===== config.mk =====
export PLATFORM = sky130hd
export DESIGN_NAME = out_frame_arbiter
export DESIGN_NICKNAME = d
export VERILOG_FILES = /design/src/rtl/out_mem_pkg.sv /design/src/rtl/pix_fifo.sv /design/src/rtl/out_frame_arbiter.sv
export SDC_FILE = /design/constraint.sdc
export NUM_CORES = 1
export LEC_CHECK = 0
export CAP_MARGIN = 15
export CORE_MARGIN = 2
export CORE_UTILIZATION = 45
export DETAILED_ROUTE_END_ITERATION = 8
export HOLD_SLACK_MARGIN = 0.02
export PLACE_DENSITY = 0.71
export SLEW_MARGIN = 40
export SYNTH_ARGS = -nofsm -noshare
export SYNTH_HDL_FRONTEND = slang
export SYNTH_HIERARCHICAL = 1
export SYNTH_SLANG_ARGS = --single-unit
export TNS_END_PERCENT = 100

===== constraint.sdc =====
create_clock -name clk -period 4.5 [get_ports clk]
set_input_delay 1.125 -clock clk [delete_from_list [all_inputs] [get_ports clk]]
set_output_delay 1.125 -clock clk [all_outputs]
set_load 0.005 [all_outputs]

===== src/rtl/out_mem_pkg.sv =====
// Shared constants and state encoding for the output frame memory path.
// The MEM stage uses OPC_GP to qualify gp_valid against the same opcode.
package out_mem_pkg;

    localparam int          OUT_DEPTH  = 153600;
    localparam int          OUT_ADDR_W = 18;
    localparam logic [4:0]  OPC_GP     = 5'd10;

    typedef enum logic {
        FILL = 1'b0,
        DONE = 1'b1
    } frame_state_e;

endpackage


===== src/rtl/pix_fifo.sv =====
// Small synchronous write buffer between the MEM stage and the frame memory.
// Push and pop in the same cycle are both honoured; flush empties it at once.
module pix_fifo #(
    parameter int DATA_W     = 8,
    parameter int FIFO_DEPTH = 4
) (
    input  logic              clk,
    input  logic              rst_n,
    input  logic              push,
    input  logic [DATA_W-1:0] din,
    input  logic              pop,
    input  logic              flush,
    output logic              full,
    output logic              empty,
    output logic [DATA_W-1:0] head
);

    localparam int PTR_W = $clog2(FIFO_DEPTH);

    logic [PTR_W:0]      wr_ptr_q, wr_ptr_d;
    logic [PTR_W:0]      rd_ptr_q, rd_ptr_d;
    logic [DATA_W-1:0]   mem_q [FIFO_DEPTH];
    logic                do_push, do_pop;

    // Extra pointer MSB distinguishes full from empty when the indices match.
    assign empty   = (wr_ptr_q == rd_ptr_q);
    assign full    = (wr_ptr_q[PTR_W] != rd_ptr_q[PTR_W]) &&
                     (wr_ptr_q[PTR_W-1:0] == rd_ptr_q[PTR_W-1:0]);
    assign head    = mem_q[rd_ptr_q[PTR_W-1:0]];
    assign do_push = push && !full && !flush;
    assign do_pop  = pop && !empty && !flush;

    always_comb begin
        wr_ptr_d = wr_ptr_q;
        rd_ptr_d = rd_ptr_q;
        if (flush) begin
            wr_ptr_d = '0;
            rd_ptr_d = '0;
        end else begin
            if (do_push) wr_ptr_d = wr_ptr_q + 1'b1;
            if (do_pop)  rd_ptr_d = rd_ptr_q + 1'b1;
        end
    end

    always_ff @(posedge clk or negedge rst_n) begin
        if (!rst_n) begin
            wr_ptr_q <= '0;
            rd_ptr_q <= '0;
            for (int i = 0; i < FIFO_DEPTH; i++) mem_q[i] <= '0;
        end else begin
            wr_ptr_q <= wr_ptr_d;
            rd_ptr_q <= rd_ptr_d;
            if (do_push) mem_q[wr_ptr_q[PTR_W-1:0]] <= din;
        end
    end

endmodule


===== src/rtl/out_frame_arbiter.sv =====
// Owns the single-port output frame memory: buffers GP pixel stores, writes them
// to sequential addresses, and shares the port with an external readout client.
module out_frame_arbiter
    import out_mem_pkg::*;
#(
    parameter int DEPTH      = OUT_DEPTH,
    parameter int ADDR_W     = OUT_ADDR_W,
    parameter int DATA_W     = 8,
    parameter int FIFO_DEPTH = 4
) (
    input  logic              clk,
    input  logic              rst_n,
    input  logic              clear,
    input  logic              gp_valid,
    input  logic [DATA_W-1:0] gp_data,
    output logic              gp_ready,
    input  logic              rd_req,
    input  logic [ADDR_W-1:0] rd_addr,
    output logic              rd_gnt,
    output logic              rd_valid,
    output logic [DATA_W-1:0] rd_data,
    output logic              mem_en,
    output logic              mem_we,
    output logic [ADDR_W-1:0] mem_addr,
    output logic [DATA_W-1:0] mem_wdata,
    input  logic [DATA_W-1:0] mem_rdata,
    output logic [ADDR_W-1:0] pix_count,
    output logic              frame_done
);

    // One extra bit so the counters can hold DEPTH even when DEPTH == 2^ADDR_W.
    localparam logic [ADDR_W:0] DEPTH_C = (ADDR_W+1)'(DEPTH);

    frame_state_e        state_q, state_d;
    logic [ADDR_W:0]     pix_q, pix_d;
    logic [ADDR_W:0]     acc_q, acc_d;
    logic                rd_valid_q, rd_valid_d;
    logic                rd_oor_q, rd_oor_d;

    logic                fifo_full, fifo_empty;
    logic [DATA_W-1:0]   fifo_head;
    logic                push, wr_gnt, rd_in_range, wr_ok;

    pix_fifo #(
        .DATA_W     (DATA_W),
        .FIFO_DEPTH (FIFO_DEPTH)
    ) u_fifo (
        .clk   (clk),
        .rst_n (rst_n),
        .push  (push),
        .din   (gp_data),
        .pop   (wr_gnt),
        .flush (clear),
        .full  (fifo_full),
        .empty (fifo_empty),
        .head  (fifo_head)
    );

    assign gp_ready    = (state_q == FILL) && !fifo_full && (acc_q < DEPTH_C) && !clear;
    assign push        = gp_valid && gp_ready;
    assign rd_in_range = ({1'b0, rd_addr} < DEPTH_C);
    // A clear cycle never writes; the saturation guard keeps pix_count from passing DEPTH.
    assign wr_ok       = !fifo_empty && !clear && (pix_q < DEPTH_C);

    always_comb begin
        wr_gnt     = 1'b0;
        rd_gnt     = 1'b0;
        mem_en     = 1'b0;
        mem_we     = 1'b0;
        mem_addr   = '0;
        mem_wdata  = '0;
        state_d    = state_q;
        pix_d      = pix_q;
        acc_d      = acc_q;

        // A full FIFO forces a write, bounding how long reads can starve it.
        if (fifo_full && wr_ok) begin
            wr_gnt = 1'b1;
        end else if (rd_req) begin
            rd_gnt = 1'b1;
        end else if (wr_ok) begin
            wr_gnt = 1'b1;
        end

        if (wr_gnt) begin
            mem_en    = 1'b1;
            mem_we    = 1'b1;
            mem_addr  = pix_q[ADDR_W-1:0];
            mem_wdata = fifo_head;
            pix_d     = pix_q + 1'b1;
        end else if (rd_gnt && rd_in_range) begin
            mem_en    = 1'b1;
            mem_addr  = rd_addr;
        end

        if (push) acc_d = acc_q + 1'b1;

        case (state_q)
            FILL:    if (pix_d == DEPTH_C) state_d = DONE;
            DONE:    state_d = DONE;
            default: state_d = FILL;
        endcase

        if (clear) begin
            pix_d   = '0;
            acc_d   = '0;
            state_d = FILL;
        end

        rd_valid_d = rd_gnt;
        rd_oor_d   = rd_gnt && !rd_in_range;
    end

    always_ff @(posedge clk or negedge rst_n) begin
        if (!rst_n) begin
            state_q    <= FILL;
            pix_q      <= '0;
            acc_q      <= '0;
            rd_valid_q <= 1'b0;
            rd_oor_q   <= 1'b0;
        end else begin
            state_q    <= state_d;
            pix_q      <= pix_d;
            acc_q      <= acc_d;
            rd_valid_q <= rd_valid_d;
            rd_oor_q   <= rd_oor_d;
        end
    end

    // RAM output register supplies the data; out-of-range reads return zero.
    assign rd_valid   = rd_valid_q;
    assign rd_data    = (rd_valid_q && !rd_oor_q) ? mem_rdata : '0;
    assign pix_count  = pix_q[ADDR_W-1:0];
    assign frame_done = (state_q == DONE);

endmodule


==> metrics.cfg, run 1 <==
[status]
outcome=finished clean

[routing]
wl_per_cell_um=17.5
num_vias=3915
dr.first_iter.drc_count=198
wirelength_um=12100
drtAntennaViolNets=0
first_pass_iters=4
drc=0
via_per_inst=5.65

[synth]
ys_types=62
synth_ff_type=dfrtp_1
ys_seq_area_share_pct=41.1
synth_edf_count=0
synth_compound_area_share_pct=13.9
synth_top_family_by_area=simple AND/OR/NAND/NOR gates
synthCells=473
yosys_warnings=6
synthSimpleGateAreaFrac_pct=19.7
synthAdderAreaFrac_pct=1.82
synth_xor_area_share_pct=5.64
yosys_register_bits=79
ys_async_sr_fraction_pct=100
synth_nets=519
avgSynthCellArea_um2=10.2
synth_area_um2=4810
synth.area.mux_share_pct=11.9

[timing]
whs_ns=0.504
setup_tns_ns=0
fin_skew_ns=0.0107
setup_viol=0
rsz0062_at_grt=false
hold_violations=0
clock.fmax_mhz=231
tightest_slew_ns=0.737
fin_crit_ns=4.34
setup_ws_ns=0.162
relSlewSlack_pct=50.6
finalCritPeriodShare_pct=96.4
slew_violations=0

[floorplanning]
row_count=37
core_um2=10400
die_h_um=107
pin_count=97
start_util_pct=46.4
die_w_um=107
fp.dieArea_um2=11500

[placement]
io_buffer_count=96
hpwl_um=8740
dp_slack_ns=0.161
gp_congestion=0.926

[cts]
clk_path_buf_depth=2
ctsHoldBuffers=0
cts-root-buf=clkbuf_8
h-tree-depth=3
cts_num_sinks=79
numCtsBuffers=9
cts_tree=yes
clock_latency_ns=0.35
clk_pin_slew_ns=0.07

[setup_path]
cp_slowest_stage_delay_ns=0.55
r2r-start=u_fifo/rd_ptr_q[2]
path_class=in2out
r2r_setup_slack_ns=0.99
critPathLaunchType=input pin
worst_path_max_delay_cell=clkdlybuf4s50_1
crit_fanout=19
path_cells=clkdlybuf4s50_1 -> a21oi_1 -> nor2b_1 -> o31ai_1 -> and3_1 -> buf_12 -> nand2_1 -> o21ai_0 -> clkdlybuf4s50_1
worstPathArrival_ns=3.21
path_buf_inv=3
worstPathRequired_ns=3.38
worst_path_most_repeated_cell=clkdlybuf4s50_1
cp-end-kind=output pin
crit_family=buffers and inverters
startpoint=rd_addr[11]

[power_and_ir_drop]
pwr-share-comb_pct=21.1
power.switching_mw=0.450
swShare_pct=25.9
p_seq_share_pct=47.0
power.internal_mw=1.28
p_leak_nw=2.47
p_clk_share_pct=31.9
peakVddDrop_mv=0.167
powerDensity_nw_per_um2=287

[grt]
grt-ovfl-total=0
gr-usage-all-layers_pct=21.8
antenna_found_initial=1
grt_pass1_wl_um=19700
grt_max_degree=80
grt_pass1_vias=3984

[run]
cap_violations=0

[final_layout]
antenna_cells=0
syn_to_final_growth_pct=25.7
mostFrequentLayoutCells=clkdlybuf4s50_1 (94), dfrtp_1 (79), nor2_1 (43), mux2_2 (33), nand2_1 (29)
final_common_cell=clkdlybuf4s50_1
layout.nets=598
drive_gt1_share_pct=15.8

[min_path]
hp-start=u_fifo/mem_q[2]
hold_path_class=reg2reg

-- per-layer routing --
metal,GRT usage [%],part of all wire (%),up-vias
li1,-,-,1854
met1,27.2,42,1907
met2,37.4,49,145
met3,4.90,7.9,9
met4,6.96,0.95,0
met5,0,0,-
-- stage by stage --
stage          cell area (um2)  cells  util, %  power, mW
2_1_floorplan             4810    473        -       1.03
3_3_place_gp              5790    674     55.9       1.17
3_5_place_dp              5800    674     55.9       1.19
4_1_cts                   6010    690     57.9       1.75
5_1_grt                   6050    693     58.3       1.83
6_report                  6050    693     58.3       1.73
-- sequential cells by signal (all words and copies together) (netlist names) --
signal,count
pix_q,19
rd_valid,1
u_fifo/rd_ptr_q,3
u_fifo/wr_ptr_q,3
frame_done,1
u_fifo/mem_q,32
acc_q,19
rd_oor_q,1
-- final cells by class --
type / instances / area (um2)
Timing Repair Buffer: 111 / 1080
Multi-Input combinational cell: 339 / 2560
Tap cell: 136 / 170
Sequential cell: 79 / 1980
Clock inverter: 3 / 40.0
Fill cell: 940 / 4320
Clock buffer: 13 / 169
Inverter: 12 / 45.0
-- synthesized netlist by cell type, types with 3 or more instances --
master / number / area (um2)
and2_1: 9 / 56.3
dfrtp_1: 79 / 1980
buf_4: 18 / 135
buf_2: 5 / 25.0
nor2b_1: 10 / 62.6
xor2_1: 10 / 87.6
o2111ai_1: 3 / 26.3
nor4_1: 3 / 18.8
a22oi_1: 3 / 22.5
a211oi_1: 3 / 22.5
and3_1: 18 / 113
nand3_1: 10 / 50.1
a22o_1: 17 / 149
mux4_2: 8 / 180
nor3b_1: 3 / 22.5
o21ai_1: 3 / 15.0
nor3_1: 9 / 45.0
buf_1: 3 / 11.3
ha_1: 7 / 87.6
a21oi_1: 13 / 65.1
a21o_1: 3 / 22.5
mux2_2: 33 / 372
a311oi_4: 4 / 105
or3_1: 11 / 68.8
nor2_1: 43 / 161
inv_1: 11 / 41.3
nand4_1: 14 / 87.6
and4_1: 4 / 35.0
xnor2_1: 16 / 140
a31oi_1: 3 / 18.8
clkbuf_1: 15 / 56.3
nand2_1: 29 / 109
nand2b_1: 4 / 25.0
o21ai_0: 13 / 65.1
-- worst paths after layout --
path                                    to  cells past startpoint
setup / recovery              mem_addr[10]                      9
hold / removal             u_fifo/mem_q[2]                      1
setup reg to reg           u_fifo/mem_q[4]                      9
hold reg to reg            u_fifo/mem_q[2]                      1
max in group asynchronous  u_fifo/mem_q[7]                      1
min in group asynchronous        acc_q[15]                      1
-- power groups by stage --
stage	Clock, mW	Sequential [mW]	Combinational [mW]
finish	0.553	0.815	0.365
global route	0.607	0.823	0.398
CTS	0.572	0.814	0.367
detailed placement	0	0.828	0.366
global placement	0	0.822	0.352
floorplan	0	0.813	0.219
-- what timing repair did --
item / CTS / global route
gates resized for setup: 0 / 3
endpoints found under the setup margin: 0 / 19
buffers inserted: 0 / 3
-- logic make-up (layout without fill, tap and decap cells) --
logic type               count (synthesis)  count (layout)
AND/OR/NAND/NOR                        178             178
adder cells (fa/ha/maj)                  7               7
buffers and inverters                   55             139
XOR/XNOR                                28              28
AO/OA/AOI/OAI                           83              83
multiplexers                            43              43
flip-flops                              79              79
Power figures use the tool's default switching activity.
==> run 2, diff against run 1 <==
PLACE_DENSITY = 0.75   (was 0.71)
SYNTH_HIERARCHICAL = not set   (was 1)
clock period = 3.8 ns   (was 4.5 ns; I/O delays follow)
==> metrics.cfg, run 2 <==
[status]
outcome=finished clean

[final_layout]
mostFrequentLayoutCells=dfrtp_1 (79), clkdlybuf4s50_1 (73), nor2_1 (36), mux2_2 (32), nand2_1 (22)
syn_to_final_growth_pct=29.5
fin_cells=627
antenna_cells=0
largest_reg_flops=32
drive_gt1_share_pct=18.1
fillers=774
layout.nets=539
final_common_cell=dfrtp_1
regMostFlops=u_fifo.mem_q
top_regs=u_fifo.mem_q (32), acc_q (19), pix_q (19)

[synth]
yosysMostFrequentCell=dfrtp_1
synth_area_um2=4370
ys_async_sr_fraction_pct=100
yosys_register_bits=79
yosysTopAreaCell=dfrtp_1
synth_ff_type=dfrtp_1
synth_common_cells=dfrtp_1 (79), nor2_1 (36), mux2_2 (32), nand2_1 (22), buf_4 (21)
synth_edf_count=0
synth_nets=450
avgSynthCellArea_um2=10.8
ys_seq_area_share_pct=45.2
ys_types=50
synth_top_area_share_pct=45.2
yosys_warnings=0
ys_top_cells_by_area=dfrtp_1 (45%), mux2_2 (8.2%), mux4_2 (4.1%)
synthCells=404

[min_path]
hold_path_class=reg2reg
hp-start=acc_q[18]
whs_path_depth=1
min_to=acc_q[18]

[floorplanning]
die_h_um=103
start_util_pct=46.8
die_w_um=103
pin_count=97
row_count=35
fp.dieArea_um2=10500
core_um2=9330

[setup_path]
cp-end-kind=output pin
path_buf_inv=4
worst_path_most_repeated_cell=dlygate4sd2_1
r2r_cells=11
critPathLaunchType=input pin
worstPathArrival_ns=2.73
path_depth=10
r2r_end=frame_done
r2r-start=pix_q[11]
worstPathRequired_ns=2.85
worst_path_max_delay_cell=dlygate4sd2_1
r2r_setup_slack_ns=1.02
cp_slowest_stage_delay_ns=0.27
path_cells=dlygate4sd2_1 -> nor2_1 -> o31a_2 -> o311a_4 -> and2b_1 -> and2_4 -> buf_12 -> buf_4 -> a22o_1 -> dlygate4sd2_1
path_class=in2out
crit_fanout=8
crit_family=buffers and inverters

[grt]
grt_pass1_vias=3201
grt_pass1_wl_um=15600
grt_max_degree=80
antenna_found_initial=0
grt-ovfl-total=0
gr-usage-all-layers_pct=19.1

[routing]
drtAntennaViolNets=0
first_pass_iters=4
wirelength_um=9810
drc=0
dr.first_iter.drc_count=161
wl_per_cell_um=15.7
via_per_inst=5.30
num_vias=3325

[cts]
clock_latency_ns=0.35
clk_path_buf_depth=2
clk_pin_slew_ns=0.07
cts-root-buf=clkbuf_8
ctsHoldBuffers=0
numCtsBuffers=9
cts_num_sinks=79
h-tree-depth=3
cts_tree=yes

[timing]
rsz0062_at_grt=false
whs_ns=0.502
fin_skew_ns=0.0124
relSlewSlack_pct=52.1
setup_viol=0
slew_violations=0
hold_violations=0
clock.fmax_mhz=272
tightest_slew_ns=0.718
fin_crit_ns=3.68
finalCritPeriodShare_pct=96.8

[placement]
gp_congestion=0.770
place_inst=610
hpwl_um=6820
io_buffer_count=96

[power_and_ir_drop]
powerDensity_nw_per_um2=400
p_leak_nw=2.64
peakVddDrop_mv=0.254

[run]
cap_violations=0

## run 2: cell type report
class	count	area, um2	area share (%)
Multi-Input combinational cell	281	2150	38.0
Sequential cell	79	1980	34.9
Timing Repair Buffer	117	1150	20.4
Tap cell	129	161	2.85
Clock buffer	11	141	2.50
Clock inverter	5	57.6	1.02
Inverter	5	18.8	0.332
## run 2: worst reg2reg max path, delay by kind of cell (launching register included)
kind / cells / cell delay, ns
compound gates: 6 / 1.27
buf+inv: 3 / 0.47
flops: 1 / 0.40
simple gates: 2 / 0.53
## run 2: repair_timing
item,in CTS,in global routing
endpoints found under the setup margin,24,18
pin swaps,2,1
setup buffers,1,0
gates resized for setup,20,10
## run 2: power by group
group / internal, mW / total [mW] / switching [mW] / leakage [nW]
clock: 0.322 / 0.631 / 0.309 / 0.103
combinational: 0.361 / 0.596 / 0.235 / 1.49
sequential: 0.965 / 1.04 / 0.0730 / 1.04
## run 2: kinds of logic (layout without fill, tap and decap cells)
| group | after synthesis | after routing | synth area share, % |
|---|---|---|---|
| AND/OR/NAND/NOR | 145 | 145 | 17.7 |
| flip-flops | 79 | 79 | 45.2 |
| AO/OA/AOI/OAI | 55 | 55 | 9.68 |
| multiplexers | 48 | 48 | 14.2 |
| buffers and inverters | 44 | 138 | 5.96 |
| XOR/XNOR | 26 | 26 | 5.21 |
| adder cells (fa/ha/maj) | 7 | 7 | 2.00 |
## run 2: how the worst max path moves through the flow
stage | startpoint | end | slack [ns]
final | clear | mem_addr[11] | 0.12
after global placement | rd_addr[11] | mem_addr[0] | -0.16
after CTS | rd_addr[14] | mem_addr[7] | 0.005
after global routing | pix_q[11] | mem_addr[16] | 0.03
after detailed placement | clear | mem_addr[2] | -0.19
after floorplan | clear | mem_addr[10] | 0.61
## run 2: layer usage
| layer | track usage, % | wire, um | vias up |
|---|---|---|---|
| met4 | 6.05 | 102 | 0 |
| met2 | 32.1 | 4680 | 102 |
| met1 | 24.6 | 4370 | 1618 |
| li1 | - | - | 1596 |
| met3 | 4.54 | 664 | 9 |
| met5 | 0 | 0 | - |
## run 2: metrics by stage
step / util, % / TNS, ns / worst slack (ns) / total power [mW] / cell area [um2]
after floorplan: - / 0 / 0.607 / 1.38 / 4370
after global placement: 58.1 / -2.78 / -0.165 / 1.63 / 5420
after detailed placement: 58.2 / -3.20 / -0.194 / 1.66 / 5430
after CTS: 60.4 / 0 / 0.00517 / 2.29 / 5630
after global routing: 60.7 / 0 / 0.0281 / 2.39 / 5660
final: 60.7 / 0 / 0.122 / 2.26 / 5660
==> run 3, diff against run 2 <==
--- a/config.mk
+++ b/config.mk
@@ -11,3 +11,2 @@
 export DETAILED_ROUTE_END_ITERATION = 8
-export HOLD_SLACK_MARGIN = 0.02
 export PLACE_DENSITY = 0.75
==> constraint.sdc (replaced) <==
create_clock -name clk -period 3.8 [get_ports clk]
set_input_delay 0.76 -clock clk [delete_from_list [all_inputs] [get_ports clk]]
set_output_delay 0.76 -clock clk [all_outputs]
set_load 0.005 [all_outputs]
==> metrics.cfg, run 3 (synthesis gave the netlist of run 2 again) <==
[cts]
cts_num_sinks=79
numCtsBuffers=9
cts-root-buf=clkbuf_8
clk_path_buf_depth=2
clk_pin_slew_ns=0.08
cts_setup_buffers=0
h-tree-depth=3
cts_tree=yes
clock_latency_ns=0.35

[setup_path]
crit_fanout=18
cp-end-kind=output pin
path_buf_inv=3
path_cells=clkdlybuf4s50_1 -> nor2_1 -> o31a_2 -> o311a_4 -> and2b_1 -> and2_1 -> buf_12 -> a22o_1 -> clkdlybuf4s50_1
path_depth=9
crit_family=buffers and inverters
worst_path_max_delay_cell=clkdlybuf4s50_1
worstPathRequired_ns=3.04
cp_slowest_stage_delay_ns=0.46
worstPathArrival_ns=2.88
critPathLaunchType=input pin
r2r_cells=10
path_class=in2out
worst_path_most_repeated_cell=clkdlybuf4s50_1

[timing]
relSlewSlack_pct=53.1
clock.fmax_mhz=275
finalCritPeriodShare_pct=95.7
setup_ws_ns=0.163
rsz0062_at_grt=false
setup_tns_ns=0
tightest_slew_ns=0.703
fin_crit_ns=3.64
fin_skew_ns=0.00989
hold_violations=0
setup_viol=0
whs_ns=0.440
slew_violations=0

[routing]
drtAntennaViolNets=0
via_per_inst=5.41
num_vias=3326
wirelength_um=9620
wl_per_cell_um=15.6
first_pass_iters=4
drc=0
dr.first_iter.drc_count=166

[final_layout]
finalInstanceArea_um2=5520
largest_reg_flops=32
fin_cells=615
final_core_util_pct=59.1
ff_latch_area_um2=1980
fillers=812
multiInputGateArea_um2=2140
drive_gt1_share_pct=15.6
top_regs=u_fifo.mem_q (32), acc_q (19), pix_q (19)
syn_to_final_growth_pct=26.3
layout.nets=527
regMostFlops=u_fifo.mem_q
mostFrequentLayoutCells=clkdlybuf4s50_1 (95), dfrtp_1 (78), nor2_1 (36), mux2_2 (32), nand2_1 (22)
final_common_cell=clkdlybuf4s50_1
antenna_cells=0

[min_path]
hold_path_class=in2async

[placement]
placed_cell_area_um2=5340
hpwl_um=6750
io_buffer_count=96
gp_congestion=0.778
dp_slack_ns=0.157
place_inst=599

[floorplanning]
start_util_pct=46.8
pin_count=97
die_h_um=103
row_count=35
die_w_um=103
core_um2=9330
fp.dieArea_um2=10500

[grt]
grt_pass1_wl_um=15400
gr-usage-all-layers_pct=18.9
grt_pass1_vias=3166
grt_max_degree=80
grt-ovfl-total=0
antenna_found_initial=0

[run]
cap_violations=0

[power_and_ir_drop]
total_power_mw=2.15
peakVddDrop_mv=0.260
powerDensity_nw_per_um2=391
p_leak_nw=2.36

[status]
outcome=finished clean

-- run 3: worst register-to-register path: stages (launching register included) --
cell and delay, ns:
dfrtp_1 0.46, a2111oi_2 0.37, buf_4 0.17, o31a_2 0.13, o311a_4 0.19, buf_12 0.23, nand3_4 0.15, or3_1 0.39
a21boi_1 0.14, o22ai_1 0.12, o41ai_2 0.32
-- run 3: final cells by class --
type,instances,area share (%)
flip-flops and latches,79,35.9
clock inverters,6,0.680
inverters,5,0.340
multi-input cells,281,38.8
repair buffers,105,19.1
clock buffers,10,2.31
well taps,129,2.93
-- run 3: repair_timing --
item | in CTS | in global routing
pin swaps | 0 | 0
resized for setup | 1 | 2
endpoints found under the setup margin | 18 | 19
hold buffers | 0 | 0
-- run 3: worst paths after layout --
| check | from | endpoint | slack [ns] |
|---|---|---|---|
| min in group clk | acc_q[15] | acc_q[15] | 0.50 |
| hold reg to reg | acc_q[15] | acc_q[15] | 0.50 |
| hold / removal | rst_n | acc_q[10] | 0.44 |
| setup reg to reg | pix_q[12] | frame_done | 1.01 |
| setup / recovery | clear | mem_addr[6] | 0.16 |
| max in group asynchronous | rst_n | u_fifo.rd_ptr_q[1] | 2.86 |
-- run 3: power breakdown --
group | switching (mW) | internal (mW)
clock network | 0.307 | 0.234
registers | 0.0771 | 0.965
logic | 0.222 | 0.351
-- run 3: routing by layer --
| layer | up-vias | routed length [um] | track usage, % |
|---|---|---|---|
| li1 | 1585 | - | - |
| met3 | 13 | 631 | 3.39 |
| met2 | 107 | 4670 | 31.9 |
| met1 | 1621 | 4180 | 24.9 |
| met4 | 0 | 133 | 6.15 |
| met5 | - | 0 | 0 |
